==> src/rtl/tl_pkg.sv <==
// Shared definitions for the traffic-light controller's processor-side port logic:
// port addresses, lamp encodings and the green-light timer states.
package tl_pkg;

  localparam logic [7:0] PORT_CE     = 8'h01;
  localparam logic [7:0] PORT_GREEN  = 8'h02;
  localparam logic [7:0] PORT_LIGHTS = 8'h03;
  localparam logic [7:0] PORT_TIMER  = 8'h04;

  localparam logic [2:0] RED = 3'b100;
  localparam logic [2:0] YEL = 3'b010;
  localparam logic [2:0] GRN = 3'b001;

  typedef enum logic {IDLE, RUN} timer_state_t;

  // A lamp field must light exactly one lamp; anything else falls back to the safe value.
  function automatic logic [2:0] safe_light(input logic [2:0] field, input logic [2:0] safe);
    return ((field == RED) || (field == YEL) || (field == GRN)) ? field : safe;
  endfunction

endpackage

==> src/rtl/gl_countdown.sv <==
// Seconds-based green-light countdown. Commands (stop over load) take priority
// over a tick; o_expire pulses combinationally on the edge where the count finishes.
module gl_countdown
  import tl_pkg::*;
#(
  parameter int TIME_W = 6
) (
  input  logic              clk,
  input  logic              rst,
  input  logic              i_load,
  input  logic              i_stop,
  input  logic              i_tick,
  input  logic              i_en,
  input  logic [TIME_W-1:0] i_load_val,
  output logic [TIME_W-1:0] o_remaining,
  output logic              o_busy,
  output logic              o_expire
);

  localparam logic [TIME_W-1:0] ONE = TIME_W'(1);

  timer_state_t      r_state;
  timer_state_t      w_next_state;
  logic [TIME_W-1:0] r_remaining;
  logic [TIME_W-1:0] w_next_remaining;
  logic              w_expire;

  always_ff @(posedge clk) begin
    if (rst) begin
      r_state     <= IDLE;
      r_remaining <= '0;
    end else begin
      r_state     <= w_next_state;
      r_remaining <= w_next_remaining;
    end
  end

  // Loading a zero duration counts as an immediate expiry rather than an empty run.
  always_comb begin
    w_next_state     = r_state;
    w_next_remaining = r_remaining;
    w_expire         = 1'b0;
    if (i_stop) begin
      w_next_state     = IDLE;
      w_next_remaining = '0;
    end else if (i_load) begin
      if (i_load_val == '0) begin
        w_next_state     = IDLE;
        w_next_remaining = '0;
        w_expire         = 1'b1;
      end else begin
        w_next_state     = RUN;
        w_next_remaining = i_load_val;
      end
    end else if ((r_state == RUN) && i_tick && i_en) begin
      if (r_remaining <= ONE) begin
        w_next_state     = IDLE;
        w_next_remaining = '0;
        w_expire         = 1'b1;
      end else begin
        w_next_remaining = r_remaining - ONE;
      end
    end
  end

  assign o_remaining = r_remaining;
  assign o_busy      = (r_state == RUN);
  assign o_expire    = w_expire;

endmodule

==> src/rtl/out_port_regs.sv <==
// Output-side port decoder of the soft processor: captures writes into the
// clock-enable, green-time, lamp and timer-command registers and latches the expiry interrupt.
module out_port_regs
  import tl_pkg::*;
#(
  parameter int         TIME_W     = 6,
  parameter logic [2:0] LIGHT_SAFE = 3'b100
) (
  input  logic              clk,
  input  logic              rst,
  input  logic [7:0]        port_id,
  input  logic [7:0]        out_port,
  input  logic              write_strobe,
  input  logic              sec_tick,
  input  logic              interrupt_ack,
  output logic              ce,
  output logic [TIME_W-1:0] green_time,
  output logic [2:0]        ns_light,
  output logic [2:0]        ew_light,
  output logic              ped_walk,
  output logic              timer_busy,
  output logic [TIME_W-1:0] remaining,
  output logic              interrupt
);

  logic              r_ce;
  logic [TIME_W-1:0] r_green_time;
  logic [2:0]        r_ns_light;
  logic [2:0]        r_ew_light;
  logic              r_ped_walk;
  logic              r_interrupt;

  logic [2:0] w_ns_chk;
  logic [2:0] w_ew_chk;
  logic       w_both_green;
  logic [2:0] w_ns_final;
  logic [2:0] w_ew_final;
  logic       w_ped_final;
  logic       w_wr_timer;
  logic       w_start;
  logic       w_stop;
  logic       w_expire;

  // Walk is refused whenever a field asks for green, even if the clash check then reds both.
  always_comb begin
    w_ns_chk     = safe_light(out_port[2:0], LIGHT_SAFE);
    w_ew_chk     = safe_light(out_port[5:3], LIGHT_SAFE);
    w_both_green = (w_ns_chk == GRN) && (w_ew_chk == GRN);
    w_ns_final   = w_both_green ? LIGHT_SAFE : w_ns_chk;
    w_ew_final   = w_both_green ? LIGHT_SAFE : w_ew_chk;
    w_ped_final  = out_port[6] && (w_ns_chk != GRN) && (w_ew_chk != GRN);
  end

  assign w_wr_timer = write_strobe && (port_id == PORT_TIMER);
  assign w_start    = w_wr_timer && out_port[0] && !out_port[1];
  assign w_stop     = w_wr_timer && out_port[1];

  always_ff @(posedge clk) begin
    if (rst) begin
      r_ce         <= 1'b0;
      r_green_time <= '0;
      r_ns_light   <= RED;
      r_ew_light   <= RED;
      r_ped_walk   <= 1'b0;
    end else if (write_strobe) begin
      case (port_id)
        PORT_CE:     r_ce <= out_port[0];
        PORT_GREEN:  r_green_time <= out_port[TIME_W-1:0];
        PORT_LIGHTS: begin
          r_ns_light <= w_ns_final;
          r_ew_light <= w_ew_final;
          r_ped_walk <= w_ped_final;
        end
        default: ;
      endcase
    end
  end

  gl_countdown #(
    .TIME_W(TIME_W)
  ) u_countdown (
    .clk        (clk),
    .rst        (rst),
    .i_load     (w_start),
    .i_stop     (w_stop),
    .i_tick     (sec_tick),
    .i_en       (r_ce),
    .i_load_val (r_green_time),
    .o_remaining(remaining),
    .o_busy     (timer_busy),
    .o_expire   (w_expire)
  );

  // A fresh expiry beats an acknowledge arriving on the same edge.
  always_ff @(posedge clk) begin
    if (rst) begin
      r_interrupt <= 1'b0;
    end else if (w_expire) begin
      r_interrupt <= 1'b1;
    end else if (interrupt_ack) begin
      r_interrupt <= 1'b0;
    end
  end

  assign ce         = r_ce;
  assign green_time = r_green_time;
  assign ns_light   = r_ns_light;
  assign ew_light   = r_ew_light;
  assign ped_walk   = r_ped_walk;
  assign interrupt  = r_interrupt;

endmodule

==> config.mk <==
export PLATFORM = sky130hd
export DESIGN_NAME = out_port_regs
export DESIGN_NICKNAME = d
export VERILOG_FILES = /design/src/rtl/tl_pkg.sv /design/src/rtl/gl_countdown.sv /design/src/rtl/out_port_regs.sv
export SDC_FILE = /design/constraint.sdc
export NUM_CORES = 1
export LEC_CHECK = 0
export ABC_AREA = 1
export BUFFER_PORTS_ARGS = -buffer_cell sky130_fd_sc_hd__buf_2
export CAP_MARGIN = 30
export CORE_ASPECT_RATIO = 1.5
export CORE_UTILIZATION = 54
export CTS_CLUSTER_SIZE = 16
export DETAILED_ROUTE_END_ITERATION = 6
export PLACE_DENSITY = 0.87
export SLEW_MARGIN = 0
export SYNTH_ARGS = -nofsm -noshare
export SYNTH_HDL_FRONTEND = slang
export SYNTH_SLANG_ARGS = --single-unit
==> constraint.sdc <==
create_clock -name clk -period 2.3 [get_ports clk]
set_input_delay 0.345 -clock clk [delete_from_list [all_inputs] [get_ports clk]]
set_output_delay 0.345 -clock clk [all_outputs]
set_load 0.01 [all_outputs]
After elaboration in Yosys (flattened, before gate mapping)
Cells that the tools add are included.
{"block": "word_totals", "elab_cells": 66, "output_inout_bits": 22, "register_bits": 22}
{"block": "classes", "n_mux": 19, "n_eq_ne": 14, "order_cmp": 1, "reduce_logical": 23, "n_addsub": 1}
{"operator": "$mux W6", "count": 4}
{"operator": "$eq A8 B2 Y1 const B", "count": 2}
{"operator": "$eq A3 B1 Y1 const B", "count": 4}
{"operator": "$mux W3", "count": 4}
{"operator": "$mux W1", "count": 11}
{"operator": "$logic_and A1 B1 Y1", "count": 9}
{"operator": "$eq A8 B1 Y1 const B", "count": 1}
{"operator": "$eq A8 B3 Y1 const B", "count": 1}
{"operator": "$reduce_and A2 Y1", "count": 4}
{"operator": "$eq A3 B2 Y1 const B", "count": 2}
{"operator": "$eq A3 B3 Y1 const B", "count": 2}
{"operator": "$le A6 B1 Y1 const B", "count": 1}
{"operator": "$logic_not A6 Y1", "count": 1}
{"operator": "$ne A3 B1 Y1 const B", "count": 2}
{"operator": "$reduce_bool A2 Y1", "count": 3}
{"operator": "$sub A6 B1 Y6 const B", "count": 1}
{"operator": "$logic_or A1 B1 Y1", "count": 4}
{"operator": "$reduce_or A2 Y1", "count": 1}
{"operator": "$logic_not A1 Y1", "count": 1}

Depth between registers and ports, before layout
{"block": "logic_depth", "depth_word": 7, "mapped_depth": 11, "depth_no_buf": 11}

Cells and area by module
A second synthesis with hierarchy kept.
{"block": "hier_totals", "hier_cells": 207, "hier_area_um2": 1355.0}
{"mod": "out_port_regs", "area_each_um2": 824.5, "n_inst": 1, "seq_area_each_um2": 300.3, "cells_per_inst": 124}
{"mod": "gl_countdown", "area_each_um2": 530.5, "n_inst": 1, "seq_area_each_um2": 140.1, "cells_per_inst": 83}

Worst setup path before layout
OpenSTA, ideal clock, no wires.
{"block": "synth_path", "path_type": "reg-to-reg", "from": "register u_countdown.r_remaining[0], in the netlist u_countdown.o_remaining[0]", "to": "register u_countdown.r_remaining[0], in the netlist u_countdown.o_remaining[0]", "period_less_slack_ps": 1471, "t_arrival_ps": 1405, "path_slack_ps": 829, "n_path_buf": 0, "required_ps": 2234, "stages_incl_launch_ff": 12, "cell_sequence": "dfxtp_1 > inv_1 > ha_1 > nor2_1 > inv_1 > nand3_1 > nand2_1 > inv_1 > nand2_1 > nand2_1 > nand2_1 > a21oi_2"}
{"block": "synth_between", "elab_chain_cells": 4, "elab_cells_between_ends": 5}
{"item": "start: declaration", "line": "gl_countdown.sv:24", "text": "logic [TIME_W-1:0] r_remaining;"}
{"item": "start signal: assignment", "line": "gl_countdown.sv:34", "text": "r_remaining <= w_next_remaining;"}
{"item": "$sub A6 B1 Y6 or $le A6 B1 Y1 (tied branches)", "line": "gl_countdown.sv:61, gl_countdown.sv:56"}
{"item": "$mux W6 (*)", "line": "gl_countdown.sv:56", "text": "if (r_remaining <= ONE) begin"}
{"item": "$mux W6 (*)", "line": "gl_countdown.sv:55", "text": "end else if ((r_state == RUN) && i_tick && i_en) begin"}
{"item": "$mux W6 (*)", "line": "gl_countdown.sv:46", "text": "end else if (i_load) begin"}
Mark *: on every way between the ends. The rest lies on a longest branch, timed or not. The select of a mux whose other input is x is not followed.
A chain may end at the register's enable or synchronous reset.

Worst setup path after layout
{"block": "layout_path", "from": "register u_countdown.r_remaining[0], in the netlist u_countdown.o_remaining[0]", "to": "register u_countdown.r_remaining[2], in the netlist u_countdown.o_remaining[2]"}
The elaborated chain is that of the path after synthesis.

==> summary.txt <==
Floorplan
  • Die Y: 62.67 um
  • Boundary Pins: 43
  • Full die area: ~0.0027 mm2
  • Width of the die: around 42 um
  • Row Count: 21
  • Core area: approximately 0.0023 mm2
  • Starting density of the core: 0.5796

Routing
  • Final ANT Viol Nets: 0
  • Vias per cell: approximately 5.3
  • Via count: around 1400
  • Residual DRC: 0
  • Drt pass-1 iters: 4
  • Total Routed Length: around 3 mm
  • Wire per inst: 11.20 um
  • Initial DRC Count: 32

Timing
  • Final period utilization: 0.7114
  • Max-slew violation count: 0
  • Fmax: between 0.6 and 0.7 GHz
  • Hold Fails Final Rpt: 0
  • Worst-margin pin slew: between 300 and 400 ps
  • Final setup viols: 0
  • Worst rel slew slack: 0.7523
  • Setup_tns: 0 ps
  • Final WS setup: 663.7 ps
  • RSZ-0062 raised after global routing: no
  • WHS: around 260 ps
  • Clock Skews: just over 3 ps
  • Fin crit period: roughly 1600 ps

Power and ir drop
  • Pwr Density: roughly 470 mW/mm2
  • Pwr Total: roughly 0.75 mW
  • Static leakage: ~0.85 nW
  • Maximum VDD drop: 0.4346 mV

Global route
  • Total grt overflow: 0
  • Initial antenna violation count: 0
  • Vias in the first global route: 1323
  • Largest net degree at the start of global routing: 16
  • GRT Util Overall: 0.2459
  • First-pass GRT wire length: ~5.1 mm

Finish
  • Finished Cell Area: around 0.0016 mm2
  • Area of the multi-input gates: between 700 and 800 um2
  • ANT cells: 0
  • Core Util, Final: 0.6984
  • Commonest non-fill, non-tap cells in the layout: 41 x buf_2, 40 x nand2_1, 30 x nand3_1
  • Seq. cell area: ~440 um2
  • # fillers: approximately 210
  • Final #Nets: around 260
  • Most common cell after layout, fill and taps aside: buf_2
  • Area Growth Syn to Fin: 20.49%
  • Share of cells above drive strength 1: 0.2678
  • Non-Filler Instances: 262

Placed design
  • Worst Setup Slack post-DPL: between 700 and 800 ps
  • DP Area: about 0.0015 mm2
  • Post-Place Cells: about 260
  • I/O Buffers: between 40 and 50
  • Gpl congestion: just under 0.9
  • DP HPWL: 2.358 mm

Critical path
  • Crit-path cells: inv_1, ha_1, nor2_1, inv_1, nand3_1, nand2_1, nand3b_1, nand3_1, nand2_1, inv_1
  • CP arrival: around 1900 ps
  • Crit-path max FO: 6
  • Reg2Reg Depth: 10
  • Buffers and inverters on the worst path: 3
  • Max stage delay on crit path: 400 ps
  • Kind of critical path: flip-flop to flip-flop
  • CP Launch Type: flip-flop
  • Critical path required time: 2580 ps
  • Crit end category: flip-flop
  • Reg2Reg Setup Slack: 660 ps
  • Reg-to-Reg End: u_countdown.o_remaining[2]
  • Worst r2r src: u_countdown.o_remaining[0]
  • Critical-path top delay cell: dfxtp_1
  • Most Frequent Cell on Critical Path: inv_1
  • Crit path max-delay family: simple AND/OR/NAND/NOR gates

Clock tree
  • CTS clk-pin slew, worst paths: 120 ps
  • Clock Sinks: 22
  • Post-CTS Setup Inserts: 0
  • Clock latency on the worst-skew pair: approximately 320 ps
  • CTS tree: done
  • CTS max path bufs: 2
  • TritonCTS buffer count: 3
  • CTS resizes: 0
  • Root buffer cell: clkbuf_4
  • H-tree depth: 1
  • Hold_buf cts: 0

Synth
  • Yosys warns: 0
  • Syn nets: 219
  • Synth Register Bits: 22
  • Prevailing post-synth register cell: dfxtp_1
  • Synth top area share: 0.3324
  • EDFF count, synth: 0
  • Most area-consuming cells after synthesis: dfxtp_1 33%, nand2_1 11%, nand3_1 11%
  • Register area share after synthesis: 0.3324
  • Async SR Flop Fraction: 0
  • Post-synth cell types: 26
  • Syn avg cell area: approximately 6.8 um2
  • Gate Count Post-Synth: 196
  • Post-Synthesis Cell Area: 0.001325 mm2
  • Cell taking the most area after synthesis: dfxtp_1

Worst hold path
  • Hold/Removal Path Class: input pin to flip-flop
  • Worst hold endpoint: interrupt
  • Hold_sp: interrupt_ack
  • WHS Path Cells: 3

Outcome
  • Status: finished, final reports clean

Flow run
  • Max-Cap Viols: 0
## cell families after synthesis
kind of cell    after synthesis  share of synthesized area
fa+ha+maj                     2                    0.01888
xor+xnor                      2                    0.01322
flops                        22                     0.3324
compound gates               25                     0.1048
buf+inv                      31                    0.09726
simple gates                114                     0.4334
## flip-flops by register name (all words and copies together) (netlist names)
| name | flops |
|---|---|
| ped_walk | 1 |
| ew_light | 3 |
| green_time | 6 |
| ns_light | 3 |
| u_countdown.o_busy | 1 |
| ce | 1 |
| interrupt | 1 |
| u_countdown.o_remaining | 6 |
## worst register-to-register path, delay by kind of cell (launching register included)
family	cells	cell delay [ps]
fa+ha+maj	1	260
buf+inv	3	230
flops	1	400
simple gates	6	710
## synth_stat cells (3+ instances only)
cell,count
a21oi_1,12
a21oi_2,3
nand3_1,30
inv_1,24
nand2_1,40
o21ai_0,8
nand4_1,4
dfxtp_1,22
nand3b_1,4
inv_2,4
nor2_1,24
## routing by layer
layer | vias up | track usage | wire length (um)
met4 | 0 | 0.1055 | 46
met1 | 631 | 0.2404 | 1162
met5 | - | 0 | 0
met2 | 36 | 0.4769 | 1617
li1 | 724 | - | -
met3 | 5 | 0.04335 | 107
## how the worst max path moves through the flow
| stage | from | slack, ps | end | depth (start not counted) |
|---|---|---|---|---|
| final | u_countdown.o_remaining[0] | 660 | u_countdown.o_remaining[2] | 10 |
| after global routing | u_countdown.o_remaining[0] | 500 | u_countdown.o_remaining[2] | 10 |
| after CTS | u_countdown.o_remaining[0] | 670 | u_countdown.o_remaining[2] | 10 |
| after detailed placement | u_countdown.o_remaining[0] | 700 | u_countdown.o_remaining[2] | 10 |
| after global placement | u_countdown.o_remaining[0] | 730 | u_countdown.o_remaining[1] | 10 |
| after floorplan | u_countdown.o_remaining[0] | 830 | u_countdown.o_remaining[0] | 11 |
## where the power goes
part           total [mW]  internal (mW)  switching [mW]
registers           0.382          0.381        0.000353
logic              0.0669         0.0233          0.0435
clock network       0.303          0.177           0.127
## final cells by class
cell class,count,share of cell area
multi-input cells,143,0.4734
flip-flops and latches,22,0.2759
repair buffers,41,0.1285
inverters,29,0.07132
clock inverters,1,0.01881
well taps,23,0.01803
clock buffers,3,0.01411
Note: power is estimated with default switching activity, not from simulation.
